`src/rtl/spi_avalon_pkg.sv`:
```
// Shared state encoding and default opcodes for the SPI-to-Avalon frame controller.
package spi_avalon_pkg;

    typedef enum logic [2:0] {
        ST_IDLE,
        ST_CMD,
        ST_ADDR,
        ST_WDATA,
        ST_AV_WRITE,
        ST_AV_READ,
        ST_RDATA,
        ST_DRAIN
    } state_t;

    localparam logic [7:0] OP_WRITE_DEFAULT   = 8'h01;
    localparam logic [7:0] OP_READ_DEFAULT    = 8'h02;
    localparam int         DATA_BYTES_DEFAULT = 8;

endpackage

```
`src/rtl/spi_edge_sync.sv`:
```
// Multi-flop synchroniser for a slow SPI-domain level, with single-cycle
// rising/falling edge pulses in the clock domain.
module spi_edge_sync #(
    parameter int   STAGES = 2,
    parameter logic INIT   = 1'b0
) (
    input  logic clock,
    input  logic reset,
    input  logic din,
    output logic rise,
    output logic fall
);

    logic [STAGES-1:0] sync_reg;
    logic              prev_reg;

    always_ff @(posedge clock or negedge reset) begin
        if (!reset) begin
            sync_reg <= {STAGES{INIT}};
            prev_reg <= INIT;
        end else begin
            sync_reg <= {sync_reg[STAGES-2:0], din};
            prev_reg <= sync_reg[STAGES-1];
        end
    end

    assign rise = sync_reg[STAGES-1] & ~prev_reg;
    assign fall = ~sync_reg[STAGES-1] & prev_reg;

endmodule

```
`src/rtl/spi_avalon_frame_controller.sv`:
```
// Turns SPI receive bytes into opcode/address/data frames and runs them as
// Avalon-MM master reads and writes; read data is streamed back byte by byte.
module spi_avalon_frame_controller
    import spi_avalon_pkg::*;
#(
    parameter int         ADDR_W      = 7,
    parameter int         DATA_BYTES  = DATA_BYTES_DEFAULT,
    parameter int         SYNC_STAGES = 2,
    parameter logic [7:0] OP_WRITE    = OP_WRITE_DEFAULT,
    parameter logic [7:0] OP_READ     = OP_READ_DEFAULT
) (
    input  logic                    clock,
    input  logic                    reset,
    input  logic [7:0]              io_InputBuffer,
    input  logic                    io_BufferChanged,
    input  logic                    io_ChipSelect,
    output logic [ADDR_W-1:0]       io_Avalon_address,
    output logic                    io_Avalon_read,
    output logic                    io_Avalon_write,
    output logic [8*DATA_BYTES-1:0] io_Avalon_writedata,
    input  logic [8*DATA_BYTES-1:0] io_Avalon_readdata,
    input  logic                    io_Avalon_waitrequest,
    output logic [7:0]              io_TxByte,
    output logic                    io_Busy,
    output logic                    io_Error
);

    localparam int               DW        = 8 * DATA_BYTES;
    localparam int               CNT_W     = $clog2(DATA_BYTES + 1);
    localparam logic [CNT_W-1:0] LAST_BYTE = CNT_W'(DATA_BYTES - 1);

    state_t            state_reg, state_next;
    logic [CNT_W-1:0]  cnt_reg, cnt_next;
    logic              is_write_reg, is_write_next;
    logic              cs_abort_reg, cs_abort_next;
    logic              error_reg, error_next;
    logic [ADDR_W-1:0] addr_reg, addr_next;
    logic [DW-1:0]     wdata_reg, wdata_next;
    logic [DW-1:0]     tx_reg, tx_next;

    logic cs_assert, cs_deassert, byte_event, changed_fall_unused;

    // CS idles high, so its synchroniser resets to 1 to avoid a false deassert edge.
    spi_edge_sync #(.STAGES(SYNC_STAGES), .INIT(1'b1)) u_cs_sync (
        .clock (clock),
        .reset (reset),
        .din   (io_ChipSelect),
        .rise  (cs_deassert),
        .fall  (cs_assert)
    );

    spi_edge_sync #(.STAGES(SYNC_STAGES), .INIT(1'b0)) u_changed_sync (
        .clock (clock),
        .reset (reset),
        .din   (io_BufferChanged),
        .rise  (byte_event),
        .fall  (changed_fall_unused)
    );

    always_ff @(posedge clock or negedge reset) begin
        if (!reset) begin
            state_reg    <= ST_IDLE;
            cnt_reg      <= '0;
            is_write_reg <= 1'b0;
            cs_abort_reg <= 1'b0;
            error_reg    <= 1'b0;
            addr_reg     <= '0;
            wdata_reg    <= '0;
            tx_reg       <= '0;
        end else begin
            state_reg    <= state_next;
            cnt_reg      <= cnt_next;
            is_write_reg <= is_write_next;
            cs_abort_reg <= cs_abort_next;
            error_reg    <= error_next;
            addr_reg     <= addr_next;
            wdata_reg    <= wdata_next;
            tx_reg       <= tx_next;
        end
    end

    always_comb begin
        state_next    = state_reg;
        cnt_next      = cnt_reg;
        is_write_next = is_write_reg;
        cs_abort_next = cs_abort_reg;
        error_next    = error_reg;
        addr_next     = addr_reg;
        wdata_next    = wdata_reg;
        tx_next       = tx_reg;

        // CS deassert is tested before the byte event so a coincident byte is dropped.
        case (state_reg)
            ST_IDLE: begin
                if (cs_assert) begin
                    state_next    = ST_CMD;
                    error_next    = 1'b0;
                    cnt_next      = '0;
                    cs_abort_next = 1'b0;
                    tx_next       = '0;
                end
            end
            ST_CMD: begin
                if (cs_deassert) begin
                    state_next = ST_IDLE;
                end else if (byte_event) begin
                    if (io_InputBuffer == OP_WRITE) begin
                        is_write_next = 1'b1;
                        state_next    = ST_ADDR;
                    end else if (io_InputBuffer == OP_READ) begin
                        is_write_next = 1'b0;
                        state_next    = ST_ADDR;
                    end else begin
                        error_next = 1'b1;
                        state_next = ST_DRAIN;
                    end
                end
            end
            ST_ADDR: begin
                if (cs_deassert) begin
                    error_next = 1'b1;
                    state_next = ST_IDLE;
                end else if (byte_event) begin
                    addr_next  = io_InputBuffer[ADDR_W-1:0];
                    cnt_next   = '0;
                    state_next = is_write_reg ? ST_WDATA : ST_AV_READ;
                end
            end
            ST_WDATA: begin
                if (cs_deassert) begin
                    error_next = 1'b1;
                    state_next = ST_IDLE;
                end else if (byte_event) begin
                    wdata_next = {wdata_reg[DW-9:0], io_InputBuffer};
                    cnt_next   = cnt_reg + CNT_W'(1);
                    if (cnt_reg == LAST_BYTE) state_next = ST_AV_WRITE;
                end
            end
            ST_AV_WRITE: begin
                if (!io_Avalon_waitrequest) begin
                    if (cs_abort_reg || cs_deassert) begin
                        error_next = 1'b1;
                        state_next = ST_IDLE;
                    end else begin
                        state_next = ST_DRAIN;
                    end
                end else if (cs_deassert) begin
                    cs_abort_next = 1'b1;
                end
            end
            ST_AV_READ: begin
                if (!io_Avalon_waitrequest) begin
                    if (cs_abort_reg || cs_deassert) begin
                        error_next = 1'b1;
                        state_next = ST_IDLE;
                    end else begin
                        tx_next    = io_Avalon_readdata;
                        cnt_next   = '0;
                        state_next = ST_RDATA;
                    end
                end else if (cs_deassert) begin
                    cs_abort_next = 1'b1;
                end
            end
            ST_RDATA: begin
                if (cs_deassert) begin
                    error_next = 1'b1;
                    tx_next    = '0;
                    state_next = ST_IDLE;
                end else if (byte_event) begin
                    // After DATA_BYTES shifts the register is all zeros, so TxByte reads 00.
                    tx_next  = tx_reg << 8;
                    cnt_next = cnt_reg + CNT_W'(1);
                    if (cnt_reg == LAST_BYTE) state_next = ST_DRAIN;
                end
            end
            ST_DRAIN: begin
                if (cs_deassert) state_next = ST_IDLE;
            end
            default: state_next = ST_IDLE;
        endcase
    end

    assign io_Avalon_address   = addr_reg;
    assign io_Avalon_read      = (state_reg == ST_AV_READ);
    assign io_Avalon_write     = (state_reg == ST_AV_WRITE);
    assign io_Avalon_writedata = wdata_reg;
    assign io_TxByte           = tx_reg[DW-1 -: 8];
    assign io_Busy             = (state_reg != ST_IDLE);
    assign io_Error            = error_reg;

endmodule

```
`config.mk`:
```
export PLATFORM = sky130hd
export DESIGN_NAME = spi_avalon_frame_controller
export DESIGN_NICKNAME = d
export VERILOG_FILES = /design/src/rtl/spi_avalon_pkg.sv /design/src/rtl/spi_edge_sync.sv /design/src/rtl/spi_avalon_frame_controller.sv
export SDC_FILE = /design/constraint.sdc
export NUM_CORES = 1
export LEC_CHECK = 0
export BUFFER_PORTS_ARGS = -buffer_cell sky130_fd_sc_hd__buf_2
export CELL_PAD_IN_SITES_DETAIL_PLACEMENT = 1
export CELL_PAD_IN_SITES_GLOBAL_PLACEMENT = 2
export CORE_AREA = 2 2 158 160
export DETAILED_ROUTE_END_ITERATION = 6
export DIE_AREA = 0 0 160 162
export PLACE_DENSITY = 0.71
export SLEW_MARGIN = 20
export SYNTH_ARGS = -nofsm -noshare
export SYNTH_HDL_FRONTEND = slang
export SYNTH_SLANG_ARGS = --single-unit
```
`constraint.sdc`:
```
create_clock -name clock -period 4.05 [get_ports clock]
set_clock_uncertainty 0.05 [all_clocks]
set_input_delay 0.405 -clock clock [delete_from_list [all_inputs] [get_ports clock]]
set_output_delay 0.405 -clock clock [all_outputs]
set_load 0.05 [all_outputs]
```
# == Word level (Yosys, flattened, before mapping) ==
# Cells that the tools add are included.
# W data, S select, Z words.
# totals
reg_bits,151
latch_bits,0
mem_bits_rw,0
rom_bits,0
in_bits,77
out_inout_bits,83
memories,0
# op_classes
add_sub_neg,1
mul,0
div_mod_pow,0
magnitude_cmp,0
n_eq_ne,34
shift,0
muxes,47
bitwise_logic,7
reduce_logical,19
# op_table
op,n
$mux W64,5
$pmux W64 S3,1
$mux W3,19
$mux W4,7
$ne A2 B2 Y1 const B,13
$pmux W3 S8,1
$ne A3 B3 Y1 const B,6
$pmux W4 S4,1
$eq A3 B3 Y1 const B,4
$mux W1,11
$ne A2 B1 Y1 const B,5
$reduce_and A10 Y1,1
$reduce_and A9 Y1,1
$eq A8 B1 Y1 const B,1
$eq A8 B2 Y1 const B,1
$reduce_and A4 Y1,2
$reduce_and A8 Y1,1
$reduce_bool A4 Y1,2
$eq A3 B2 Y1 const B,2
$reduce_and A3 Y1,2
$reduce_bool A3 Y1,2
$reduce_and A5 Y1,1
$add A4 B1 Y4 const B,1
$eq A4 B3 Y1 const B,1
10 further kinds,17

# == Depth between registers and ports, before layout ==
# depth
ltp_word,6
ltp_mapped,8

# == Hierarchy ==
# A second synthesis with hierarchy kept.
# hier_totals
cells_unflattened,490
hier_area_um2,6922.9
# modules_own_cells
module,instances,cells_per_inst,area_each_um2,seq_area_each_um2
spi_avalon_frame_controller,1,480,6739.0,3628.5
spi_edge_sync (u_cs_sync),1,5,93.8,78.8
spi_edge_sync (u_changed_sync),1,5,90.1,75.1

# == Least setup slack after synthesis ==
# OpenSTA, ideal clock, no wires.
# synth_path
kind,reg-to-reg
startpoint,reg u_cs_sync.sync_reg[1]
endpoint,reg tx_reg[10]
setup_time_ns,0.125
arrival_time_ns,1.809
t_required_ns,3.875
slack_ns,2.066
stages_incl_launch_ff,9
path_buffers,3
synth_period_minus_slack_ns,1.984
cell_sequence,dfstp_2 > nor2b_4 > o21ai_0 > o31a_1 > buf_6 > o21a_1 > buf_6 > buf_12 > mux2_4
# synth_via
elab_chain_len,4
# synth_rtl
item,line,text
from (decl),spi_edge_sync.sv:14,logic [STAGES-1:0] sync_reg;
from (signal assigned),spi_edge_sync.sv:19,sync_reg <= {STAGES{INIT}};
from (signal assigned),spi_edge_sync.sv:22,"sync_reg <= {sync_reg[STAGES-2:0], din};"
$and A1 B1 Y1 / $not A1 Y1 (equally long branches),"spi_edge_sync.sv:27, spi_edge_sync.sv:28",
$logic_or A1 B1 Y1 / $and A1 B1 Y1 (equally long branches),"spi_avalon_frame_controller.sv:153, spi_edge_sync.sv:28",
$ne A2 B2 Y1 (no line),-,
$reduce_and A5 Y1 (no line),-,
to (signal assigned),spi_avalon_frame_controller.sv:78,tx_reg <= tx_next;
to (decl),spi_avalon_frame_controller.sv:39,"logic [DW-1:0] tx_reg, tx_next;"
# Several ways; a longest one is shown, not always the timed one.
# A chain may end at the register's enable or synchronous reset.

# == Final worst setup path ==
# layout_path
startpoint,reg state_reg[2]
endpoint,out io_Avalon_read
# layout_via
elab_chain_len,1
# layout_rtl
item,line,text
from (decl),spi_avalon_frame_controller.sv:32,"state_t state_reg, state_next;"
from (signal assigned),spi_avalon_frame_controller.sv:71,state_reg <= state_next;
$eq A3 B3 Y1,spi_avalon_frame_controller.sv:185,assign io_Avalon_read = (state_reg == ST_AV_READ);
to (decl),spi_avalon_frame_controller.sv:18,"output logic io_Avalon_read,"
# No other way between the ends.

==> flow_metrics.tcl <==
set metrics [dict create \
    clk_pin_slew_worst_paths_ns 0.07 \
    wirelength_met1_um 7700 \
    cts_buffer_depth 2 \
    io_buffer_count 159 \
    gp_routability_congestion 0.834 \
    placed_cells 937 \
    outcome "finished, final reports clean" \
    die_h_um 162 \
    area_growth_pct 23.7 \
    grt_use_total_pct 13.6 \
    final_cells 971 \
    fmax_ghz 0.349 \
    leakage_nw 4.41 \
    cts_sinks 151 \
    hold_path.class "primary input to async pin" \
    ant_nets 0 \
    cts_buffers 17 \
    criticalPathCategory "flip-flop to output pin" \
    slew_headroom_pct 42.8 \
    ir_drop_uv 335 \
    cts_setup_buffers 0 \
    antenna_found_initial 1 \
    yosys_warnings 0 \
    synth_seq_cells 151 \
    powerDensity_mw_per_mm2 726 \
    dieArea_mm2 0.0259 \
    crit_slowest_cell "dfrtp_1" \
    drcViolationCount 0 \
    cts_tree "yes" \
    root_buffer "clkbuf_16" \
    wl_met3_um 634 \
    syn_nets 566 \
    top_layer_used "met4" \
    syn-instance-count 488 \
    routed_wl_um 17100 \
    overflow 0 \
    fin_crit_sh_pct 70.7 \
    grt_max_degree 94 \
    htreeDepth 4 \
    ys_types 45 \
    core_area_mm2 0.0241 \
    wl_met2_um 8250 \
    ctsResizeCount 0 \
    num_vias 4516 \
    hold_viol_final 0 \
    row_count 57 \
    synth-seq-area-share_pct 54.9 \
    dr.first_iter.drc_count 195 \
    cp.arrival_ns 2.41 \
    io_pins 160 \
    synth-edff-count 0 \
    crit_path_max_fanout 65 \
    grt_pass1_vias 4926 \
    viasPerCell 4.65 \
    tightest_slew_ns 0.858 \
    grt_pass1_wl_um 27600 \
    report.final.setup_viol 0 \
    synth_flop_cell "dfrtp_1" \
    firstDrtPassIters 4 \
    async_flop_share_pct 100 \
    final.setup.tns_ns 0 \
    dp_hpwl_um 12200 \
    timing.final.max_slew_violations 0 \
    die_w_um 160 \
    drive_gt1_share_pct 52.3 \
    postSynthAreaPerCell_um2 14.1 \
    rsz0062_at_grt "false" \
    nNetsFinal 711 \
    crit_chain "and3b_2, buf_4, buf_2" \
    clk_latency_ns 0.42 \
    period_minus_slack_ns 2.86 \
    crit_required_ns 3.60 \
    netlist_area_mm2 0.00689 \
    startpoint_type "flip-flop" \
    hold_buffers 1 \
    end_kind "output pin" \
    critPathMaxStageDelay_ns 0.71 \
    avgRoutedWirePerCell_um 17.6 \
    initial_core_util_pct 28.6 \
    drv_cap 0 \
]
## routing by layer
metal	up-vias	track usage, %
met1	2305	17.0
met2	100	22.2
met5	-	0
met3	19	3.12
li1	2092	-
met4	0	6.55
## kinds of logic after synthesis
| logic type | synth area share, % |
|---|---|
| mux | 24.4 |
| xor+xnor | 0.254 |
| flops | 54.9 |
| simple gates | 4.45 |
| buf+inv | 4.67 |
| compound gates | 11.2 |
| fa+ha+maj | 0.182 |
## layout make-up
| class | instances | area (um^2) |
|---|---|---|
| flip-flops and latches | 151 | 3780 |
| multi-input cells | 291 | 2800 |
| repair buffers | 168 | 885 |
| fillers | 2641 | 15600 |
| diodes | 1 | 2.50 |
| inverters | 4 | 15.0 |
| well taps | 324 | 405 |
| clock buffers | 17 | 425 |
| clock inverters | 15 | 203 |
## through the flow
stage | util (%) | hold WS (ns) | power (mW) | cell area (um^2) | worst slack [ns]
after floorplan | - | 0.0594 | 4.09 | 6890 | 2.07
after global placement | 32.7 | 0.286 | 4.51 | 7880 | 1.36
after CTS | 35.3 | 0.00528 | 6.27 | 8520 | 1.16
after detailed placement | 32.7 | 0.288 | 4.59 | 7880 | 1.28
final | 35.3 | 0.0144 | 6.18 | 8520 | 1.19
after global routing | 35.3 | 0.00540 | 6.51 | 8520 | 1.01
## synth_stat cells, types with 2 or more instances
cell type	count	area, um^2
nand4b_1	2	17.5
mux2_2	78	878
and3b_1	2	17.5
nand3_1	4	20.0
nor2_1	10	37.5
buf_4	8	60.1
dfstp_2	3	78.8
nor3_1	2	10.0
nor3b_1	2	15.0
buf_12	5	100
nand4_1	2	12.5
nand2b_1	3	18.8
a21oi_1	4	20.0
xor2_1	2	17.5
buf_6	3	33.8
buf_2	12	60.1
nor2b_1	2	12.5
mux2i_1	2	20.0
mux2_4	52	781
dfrtp_1	148	3700
o211ai_1	8	60.1
o21ai_0	16	80.1
a22o_1	58	508
clkbuf_1	13	48.8
o31ai_1	3	22.5
inv_1	4	15.0
nand2_1	19	71.3
and2_1	3	18.8
or3_1	2	12.5
## critical path, delay by kind of cell (launching register included)
family / cells / cell delay, ns
buf+inv: 2 / 0.96
flops: 1 / 0.71
simple gates: 1 / 0.30
## placed cells by master (no fill, tap or decap), types with 2 or more instances in the layout
cell type,Yosys,final
buf_2,12,158
nor2b_1,2,2
inv_1,4,4
clkinv_8,0,5
nand4b_1,2,2
nand2b_1,3,3
o31ai_1,3,3
dfstp_2,3,3
or3_1,2,2
nand3_1,4,4
a22o_1,58,58
inv_6,0,2
nand4_1,2,2
o211ai_1,8,8
clkbuf_16,0,17
mux2_2,78,78
a21oi_1,4,4
dfrtp_1,148,148
clkinv_4,0,2
nand2_1,19,18
mux2_4,52,52
o21ai_0,16,16
and2_1,3,3
buf_4,8,7
nor2_1,10,10
inv_8,0,5
nor3b_1,2,2
mux2i_1,2,2
xor2_1,2,2
## path summary, 6_finish.rpt
| kind | start | end | slack, ns | depth (start not counted) |
|---|---|---|---|---|
| hold / removal | reset | io_Avalon_address[0] | 0.01 | 1 |
| max in group asynchronous | reset | io_Avalon_writedata[31] | 2.96 | 2 |
| min in group clock | io_BufferChanged | u_changed_sync.sync_reg[0] | 0.03 | 1 |
| setup reg to reg | state_reg[2] | tx_reg[53] | 1.24 | 6 |
| hold reg to reg | u_changed_sync.sync_reg[0] | u_changed_sync.sync_reg[1] | 0.31 | 0 |
| setup / recovery | state_reg[2] | io_Avalon_read | 1.19 | 3 |
## where the power goes
part	switching [mW]	internal [mW]	leakage (nW)
Sequential	0.346	1.96	2.02
Clock	0.746	0.898	0.306
Combinational	1.36	0.873	2.08
Power figures use the tool's default switching activity.
